### config.mk
export PLATFORM = sky130hd
export DESIGN_NAME = if_stage
export DESIGN_NICKNAME = d
export VERILOG_FILES = /design/src/rtl/if_stage.sv
export SDC_FILE = /design/constraint.sdc
export NUM_CORES = 1
export LEC_CHECK = 0
export CAP_MARGIN = 20
export CORE_ASPECT_RATIO = 1.5
export CORE_MARGIN = 4
export CORE_UTILIZATION = 44
export DETAILED_ROUTE_END_ITERATION = 7
export PLACE_DENSITY = 0.77
export SLEW_MARGIN = 20
export SYNTH_ARGS = -nofsm -noshare
export SYNTH_HDL_FRONTEND = slang
export SYNTH_SLANG_ARGS = --single-unit
### constraint.sdc
create_clock -name CPU_CLK -period 6.7 [get_ports CPU_CLK]
set_input_delay 1.005 -clock CPU_CLK [delete_from_list [all_inputs] [get_ports CPU_CLK]]
set_output_delay 1.005 -clock CPU_CLK [all_outputs]
set_load 0.1 [all_outputs]
### src/rtl/if_stage.sv
// Instruction fetch stage: PC generation, single-outstanding instruction-memory
// handshake, one-entry skid buffer for stalled acks, and the IF/ID pipeline register.
module if_stage (
    input  logic        CPU_CLK,
    input  logic        CPU_RST,
    input  logic        StallD,
    input  logic        FlushD,
    input  logic        BranchE,
    input  logic [31:0] BrNPC,
    input  logic        JalrE,
    input  logic [31:0] JalrNPC,
    input  logic        JalD,
    input  logic [31:0] JalNPC,
    output logic        ImemReq,
    output logic [31:0] ImemAddr,
    input  logic        ImemAck,
    input  logic [31:0] ImemRdata,
    output logic [31:0] PCF,
    output logic [31:0] PCD,
    output logic [31:0] InstrD,
    output logic        ValidD,
    output logic [6:0]  OpD,
    output logic [2:0]  Fn3D,
    output logic [6:0]  Fn7D
);

    localparam logic [1:0]  IDLE = 2'd0;
    localparam logic [1:0]  WAIT = 2'd1;
    localparam logic [1:0]  HOLD = 2'd2;
    localparam logic [1:0]  DROP = 2'd3;
    localparam logic [31:0] NOP  = 32'h0000_0013;

    logic [1:0]  state_reg, state_next;
    logic [31:0] pcf_reg, pcf_next;
    logic [31:0] addr_reg, addr_next;
    logic [31:0] skid_instr_reg, skid_instr_next;
    logic [31:0] skid_pc_reg, skid_pc_next;
    logic        started_reg;
    logic [31:0] pcd_reg;
    logic [31:0] instrd_reg;
    logic        validd_reg;

    logic        redirect;
    logic        bubble;
    logic [31:0] target_raw;
    logic [31:0] target;
    logic [31:0] pc_seq;
    logic        load_fetch;
    logic        load_skid;

    assign redirect   = BranchE | JalrE | JalD;
    assign bubble     = FlushD | BranchE | JalrE;
    assign target_raw = BranchE ? BrNPC : (JalrE ? JalrNPC : JalNPC);
    assign target     = target_raw & 32'hFFFF_FFFC;
    assign pc_seq     = pcf_reg + 32'd4;

    always_comb begin
        state_next      = state_reg;
        pcf_next        = pcf_reg;
        addr_next       = addr_reg;
        skid_instr_next = skid_instr_reg;
        skid_pc_next    = skid_pc_reg;
        load_fetch      = 1'b0;
        load_skid       = 1'b0;
        case (state_reg)
            IDLE: begin
                if (redirect) begin
                    pcf_next = target;
                end
                // One guard cycle after reset release before the first request.
                if (started_reg) begin
                    state_next = WAIT;
                    addr_next  = pcf_next;
                end
            end
            WAIT: begin
                if (ImemAck) begin
                    if (redirect) begin
                        pcf_next = target;
                    end else begin
                        pcf_next = pc_seq;
                        if (StallD) begin
                            skid_instr_next = ImemRdata;
                            skid_pc_next    = pcf_reg;
                            state_next      = HOLD;
                        end else begin
                            load_fetch = 1'b1;
                        end
                    end
                    addr_next = pcf_next;
                end else if (redirect) begin
                    // Request already on the bus: keep its address, discard its data later.
                    pcf_next   = target;
                    state_next = DROP;
                end
            end
            HOLD: begin
                if (redirect) begin
                    pcf_next        = target;
                    addr_next       = target;
                    skid_instr_next = NOP;
                    skid_pc_next    = 32'd0;
                    state_next      = WAIT;
                end else if (!StallD) begin
                    load_skid  = 1'b1;
                    addr_next  = pcf_reg;
                    state_next = WAIT;
                end
            end
            DROP: begin
                if (redirect) begin
                    pcf_next = target;
                end
                if (ImemAck) begin
                    addr_next  = pcf_next;
                    state_next = WAIT;
                end
            end
            default: begin
                state_next = IDLE;
            end
        endcase
    end

    always_ff @(posedge CPU_CLK or posedge CPU_RST) begin
        if (CPU_RST) begin
            state_reg      <= IDLE;
            pcf_reg        <= 32'd0;
            addr_reg       <= 32'd0;
            skid_instr_reg <= NOP;
            skid_pc_reg    <= 32'd0;
            started_reg    <= 1'b0;
        end else begin
            state_reg      <= state_next;
            pcf_reg        <= pcf_next;
            addr_reg       <= addr_next;
            skid_instr_reg <= skid_instr_next;
            skid_pc_reg    <= skid_pc_next;
            started_reg    <= 1'b1;
        end
    end

    // IF/ID register: bubble beats stall beats load; an unstalled slot with nothing
    // to load becomes empty so an instruction is never issued twice.
    always_ff @(posedge CPU_CLK or posedge CPU_RST) begin
        if (CPU_RST) begin
            pcd_reg    <= 32'd0;
            instrd_reg <= NOP;
            validd_reg <= 1'b0;
        end else if (bubble) begin
            instrd_reg <= NOP;
            validd_reg <= 1'b0;
        end else if (StallD) begin
            pcd_reg    <= pcd_reg;
            instrd_reg <= instrd_reg;
            validd_reg <= validd_reg;
        end else if (load_fetch) begin
            pcd_reg    <= pcf_reg;
            instrd_reg <= ImemRdata;
            validd_reg <= 1'b1;
        end else if (load_skid) begin
            pcd_reg    <= skid_pc_reg;
            instrd_reg <= skid_instr_reg;
            validd_reg <= 1'b1;
        end else begin
            instrd_reg <= NOP;
            validd_reg <= 1'b0;
        end
    end

    assign ImemReq  = (state_reg == WAIT) || (state_reg == DROP);
    assign ImemAddr = addr_reg;
    assign PCF      = pcf_reg;
    assign PCD      = pcd_reg;
    assign InstrD   = instrd_reg;
    assign ValidD   = validd_reg;
    assign OpD      = instrd_reg[6:0];
    assign Fn3D     = instrd_reg[14:12];
    assign Fn7D     = instrd_reg[31:25];

endmodule

Yosys cells after proc, flatten, opt, wreduce, memory -nomap -nowiden
Index checks and enable logic that the tools add are counted.
Operators by class
  add/sub/neg operators: 1
  eq/ne operators: 14
  multiplexer cells: 46
  bitwise logic cells: 6
  reductions and logical operators: 9
Operators by type and width (number)
  32-bit 2-to-1 mux: 24
  32-bit case mux with 2 select lines: 3
  32-bit case mux with 4 select lines: 1
  32-bit by 3-bit adder with 32-bit output (second input constant): 1
  2-bit 2-to-1 mux: 8
  2-bit != test (second input constant): 6
  3-bit != test (second input constant): 4
  1-bit 2-to-1 mux: 9
  2-bit case mux with 4 select lines: 1
  6-bit AND reduction: 1
  5-bit AND reduction: 1
  2-bit equality test (second input constant): 2
  1-bit bitwise OR: 4
  4-bit AND reduction: 1
  2-bit nonzero test: 2
  3-bit AND reduction: 1
  3-bit OR reduction: 1
  2-bit by 1-bit equality test with 1-bit output (second input constant): 1
  2-bit zero test: 1
  2-bit by 1-bit != test with 1-bit output (second input constant): 1
  1-bit NOT: 2
  1-bit logical OR: 1
Storage, ports and cells
  bits in registers: 196
  logic and storage cells: 85

Depth between registers and ports, before layout
  word-level depth: 8
  mapped depth: 10

Worst setup path after synthesis
No wires, ideal clock.
  kind: reg2reg
  from: register pcf_reg[3], in the netlist PCF[3]
  to: register pcf_reg[30], in the netlist PCF[30]
  arrival time: 2570 ps
  required time: 6582 ps
  slack: 4012 ps
  cell stages (with the launch flop): 7
  buffers on the path: 0
  path through: dfrtp_1 ha_1 nand3_2 nor4_2 nand4_1 xnor2_1 a21o_1
On the way
  word-level cells in the longest chain between the ends: 4
RTL lines
  start: declaration: RTL line 34  | logic [31:0] pcf_reg, pcf_next;
  start signal: assignment: RTL line 135  | pcf_reg <= pcf_next;
  32-bit by 3-bit adder with 32-bit output: RTL line 55  | assign pc_seq = pcf_reg + 32'd4;
  32-bit 2-to-1 mux: RTL line 78  | if (redirect) begin
  32-bit 2-to-1 mux: RTL line 77  | if (ImemAck) begin
  32-bit case mux with 2 select lines: RTL line 65  | case (state_reg)
  via pcf_next[30]: RTL line 34
The timed path passes the listed nets, and every way through them passes these cells.
A chain may end at the register's enable or synchronous reset.

Worst setup path in the final report
  from: input ImemAck
  to: register instrd_reg[0], in the netlist InstrD[0]
On the way
  word-level cells in the longest chain between the ends: 5
RTL lines
  start: declaration: RTL line 16  | input logic ImemAck,
  1-bit 2-to-1 mux: RTL line 77
  1-bit 2-to-1 mux: RTL line 65
  32-bit 2-to-1 mux: RTL line 157  | end else if (load_fetch) begin
  32-bit 2-to-1 mux: RTL line 153  | end else if (StallD) begin
  32-bit 2-to-1 mux: RTL line 150  | end else if (bubble) begin
  end signal: assignment: RTL line 155  | instrd_reg <= instrd_reg;
  end signal: assignment: RTL line 159  | instrd_reg <= ImemRdata;
  end signal: assignment: RTL line 163  | instrd_reg <= skid_instr_reg;
  end: declaration: RTL line 40  | logic [31:0] instrd_reg;
No other way between the ends. The select of a mux whose other input is x is not followed.

==> results.cfg <==
[outcome]
outcome = finished clean

[routing]
drt-initial-drc-count = 482
drc = 0
dr.pass1.iters = 5
wl_per_cell_um = 18.8
drtAntennaViolNets = 0
routed_via_density = 5.49
num_vias = 8593
wl_mm = 29.3

[place]
gp_congestion = 0.876
hpwlAfterDp_mm = 20.7
numPortBuffers = 276

[hold_path]
hold_path.class = flip-flop to flip-flop
hold_path_end = ImemAddr[2]
whs_path_depth = 2
worstHoldStart = ImemAddr[2]

[final_layout]
antennaDiodeCount = 0
area_growth_pct = 31.2
fin_nets = 1412
fin_util_pct = 59.2
drive_above_1_share_pct = 6.91
fillers = 1909

[sta]
min_period_over_period_pct = 54.3
skew_ns = 0.0118
setup_tns_ns = 0
slew_viol_final = 0
min_period_ns = 3.64
slew-limit-headroom_pct = 22.9
setup_viol = 0
rsz0062_at_grt = no
fmax_mhz = 275
worstMarginPinSlew_ns = 1.16
final-hold-violation-count = 0

[clock_network]
cts_max_path_buffers = 2
clkTransAtPathRegs_ns = 0.07
clkSinkCount = 196
cts_buffers = 17
cts_hold_buf = 0
post_cts_buffers = 0
post_cts_resized = 0
h-tree-depth = 4
clk_latency_ns = 0.44
cts_tree = yes
root_buffer = clkbuf_16

[setup_path]
cp_cell_sequence = clkdlybuf4s50_1 > nand3b_1 > nor3_4 > buf_4 > mux2_2 > o22a_1
path_delay_family = buffers and inverters
slowest_stage = buf_4
cp_num_buf_inv = 2
regToRegSetupSlack_ns = 3.47
cp-startpoint = ImemAck
r2r_cells = 5
r2r-end = InstrD[0]
critPathMaxFanout = 64
cpPeakStageDelay_ns = 0.90
reg2reg_from = state_reg[0]
crit_type = input port to flip-flop
startpoint_type = input port
cp-end-kind = flip-flop
arrival_ns = 4.00
critPathRequiredTime_ns = 7.06

[floorplan]
fp.dieH_um = 194
num_rows = 67
io_pins = 283
fp.dieW_um = 132
core_area_um2 = 22600
start_util_pct = 45.1
die_area_um2 = 25700

[pwr]
fin_total_pwr_mw = 3.53
cellPowerDensity_nw_per_um2 = 265
ir_worst_vdd_mv = 0.169
leakage_nw = 5.42

[synthesis]
syn_avg_cell_area_um2 = 9.39
synth_ff_type = dfrtp_1
yosys_register_bits = 196
synth-simple-area-share_pct = 17.1
synth_compound_area_share_pct = 16.5
synth_fa_ha_area_share_pct = 0.123
synth_seq_area_share_pct = 48.3
synth_fp_nets = 1221
synth_top_area_share_pct = 46.7
postSynthCellCount = 1084
ys_async_sr_fraction_pct = 100
synth_top_family_by_area = simple AND/OR/NAND/NOR gates
synth_area_leaders = dfrtp_1, nand2_1, mux2i_1
synth_edf_count = 0
muxShareOfSynthArea_pct = 7.05
synth_cell_types = 64
yosysTopAreaCell = dfrtp_1
synth_xor_area_share_pct = 4.48
synth_area_um2 = 10200
yosys_warnings = 0

[global_routing]
met2_usage_pct = 39.1
met3_usage_pct = 5.17
track_usage_pct = 22.6
top_usage_layer = met2
grt_overflow = 0
grt_max_degree = 133
grt_antenna_before_repair = 0
grt_pass1_wl_mm = 47.0
use_met1_pct = 27.3
grt_pass1_vias = 8740

[run]
maxCapViolCount = 0
==> cells by family after synthesis <==
group,Yosys count
other,1
adder cells (fa/ha/maj),1
AND/OR/NAND/NOR,371
multiplexers,71
buffers and inverters,120
flip-flops,196
AO/OA/AOI/OAI,272
XOR/XNOR,52
==> how the worst max path moves through the flow <==
stage / slack [ns] / cells after the start / end
after floorplan: 0.36 / 1 / ImemAddr[0]
after global placement: 2.62 / 6 / InstrD[1]
after detailed placement: 2.63 / 6 / InstrD[0]
after CTS: 3.08 / 6 / InstrD[0]
after global routing: 2.95 / 8 / InstrD[25]
final: 3.06 / 6 / InstrD[0]
==> stage by stage <==
step | instances | hold WS, ns | setup WS [ns] | instance area [um2]
after global placement | 1532 | 0.459 | 2.62 | 12800
after CTS | 1564 | 0.481 | 3.08 | 13300
final | 1564 | 0.479 | 3.06 | 13300
after global routing | 1564 | 0.495 | 2.95 | 13300
after detailed placement | 1532 | 0.460 | 2.63 | 12800
after floorplan | 1084 | 0.447 | 0.364 | 10200
==> per-layer routing <==
| layer | part of all wire, % | vias to the layer above |
|---|---|---|
| met5 | 0 | - |
| met4 | 2.9 | 0 |
| met3 | 6.4 | 50 |
| met2 | 50 | 336 |
| met1 | 40 | 4067 |
| li1 | - | 4140 |
==> worst min-delay path, delay by kind of cell, from the launching register on <==
kind	cells	cell delay, ns
DFF	1	0.35
and+or+nand+nor	2	0.10
==> placed cells by master (no fill, tap or decap), types with 12 or more instances in the layout <==
master / netlist / layout
clkdlybuf4s50_1: 0 / 275
nand2_1: 248 / 248
dfrtp_1: 190 / 190
o21ai_0: 103 / 103
mux2i_1: 66 / 66
o21ai_1: 59 / 59
xnor2_1: 31 / 31
nor2_1: 31 / 30
a22oi_1: 27 / 26
xor2_1: 21 / 21
clkbuf_16: 0 / 17
o221ai_1: 16 / 16
nand4_1: 15 / 15
nand3_1: 15 / 15
a21oi_1: 13 / 13
buf_4: 22 / 12
==> cells in the mapped netlist (3+ instances only) <==
| cell | count |
|---|---|
| a21o_1 | 7 |
| and2_1 | 8 |
| dfstp_2 | 6 |
| a31oi_1 | 9 |
| o221a_2 | 9 |
| nor2_1 | 31 |
| nand3_1 | 15 |
| nor2b_1 | 3 |
| clkbuf_1 | 53 |
| a221o_1 | 6 |
| mux2_2 | 5 |
| mux2i_1 | 66 |
| nor4_4 | 3 |
| nand2_1 | 248 |
| o21ai_0 | 103 |
| buf_6 | 10 |
| o21ai_1 | 59 |
| xnor2_1 | 31 |
| nand4_1 | 15 |
| nor4_1 | 5 |
| a22oi_1 | 27 |
| xor2_1 | 21 |
| inv_1 | 3 |
| a21oi_1 | 13 |
| o211ai_1 | 4 |
| and4_1 | 9 |
| o22a_1 | 4 |
| nor3_1 | 6 |
| buf_4 | 22 |
| and3_1 | 5 |
| buf_2 | 31 |
| dfrtp_1 | 190 |
| o221ai_1 | 16 |
| nand2b_1 | 4 |
==> cell type report <==
class / instances / area (um2) / share of cell area, %
flip-flops and latches: 196 / 4910 / 36.8
multi-input cells: 768 / 4640 / 34.8
repair buffers: 289 / 2870 / 21.5
clock buffers: 17 / 425 / 3.19
well taps: 276 / 345 / 2.59
clock inverters: 15 / 139 / 1.04
inverters: 3 / 18.8 / 0.141
==> where the power goes <==
| group | leakage [nW] | switching (mW) | internal [mW] |
|---|---|---|---|
| combinational | 2.62 | 0.720 | 0.326 |
| sequential | 2.52 | 0.135 | 1.36 |
| clock | 0.282 | 0.499 | 0.494 |
| total | 5.42 | 1.35 | 2.18 |
Note: power is estimated with default switching activity, not from simulation.
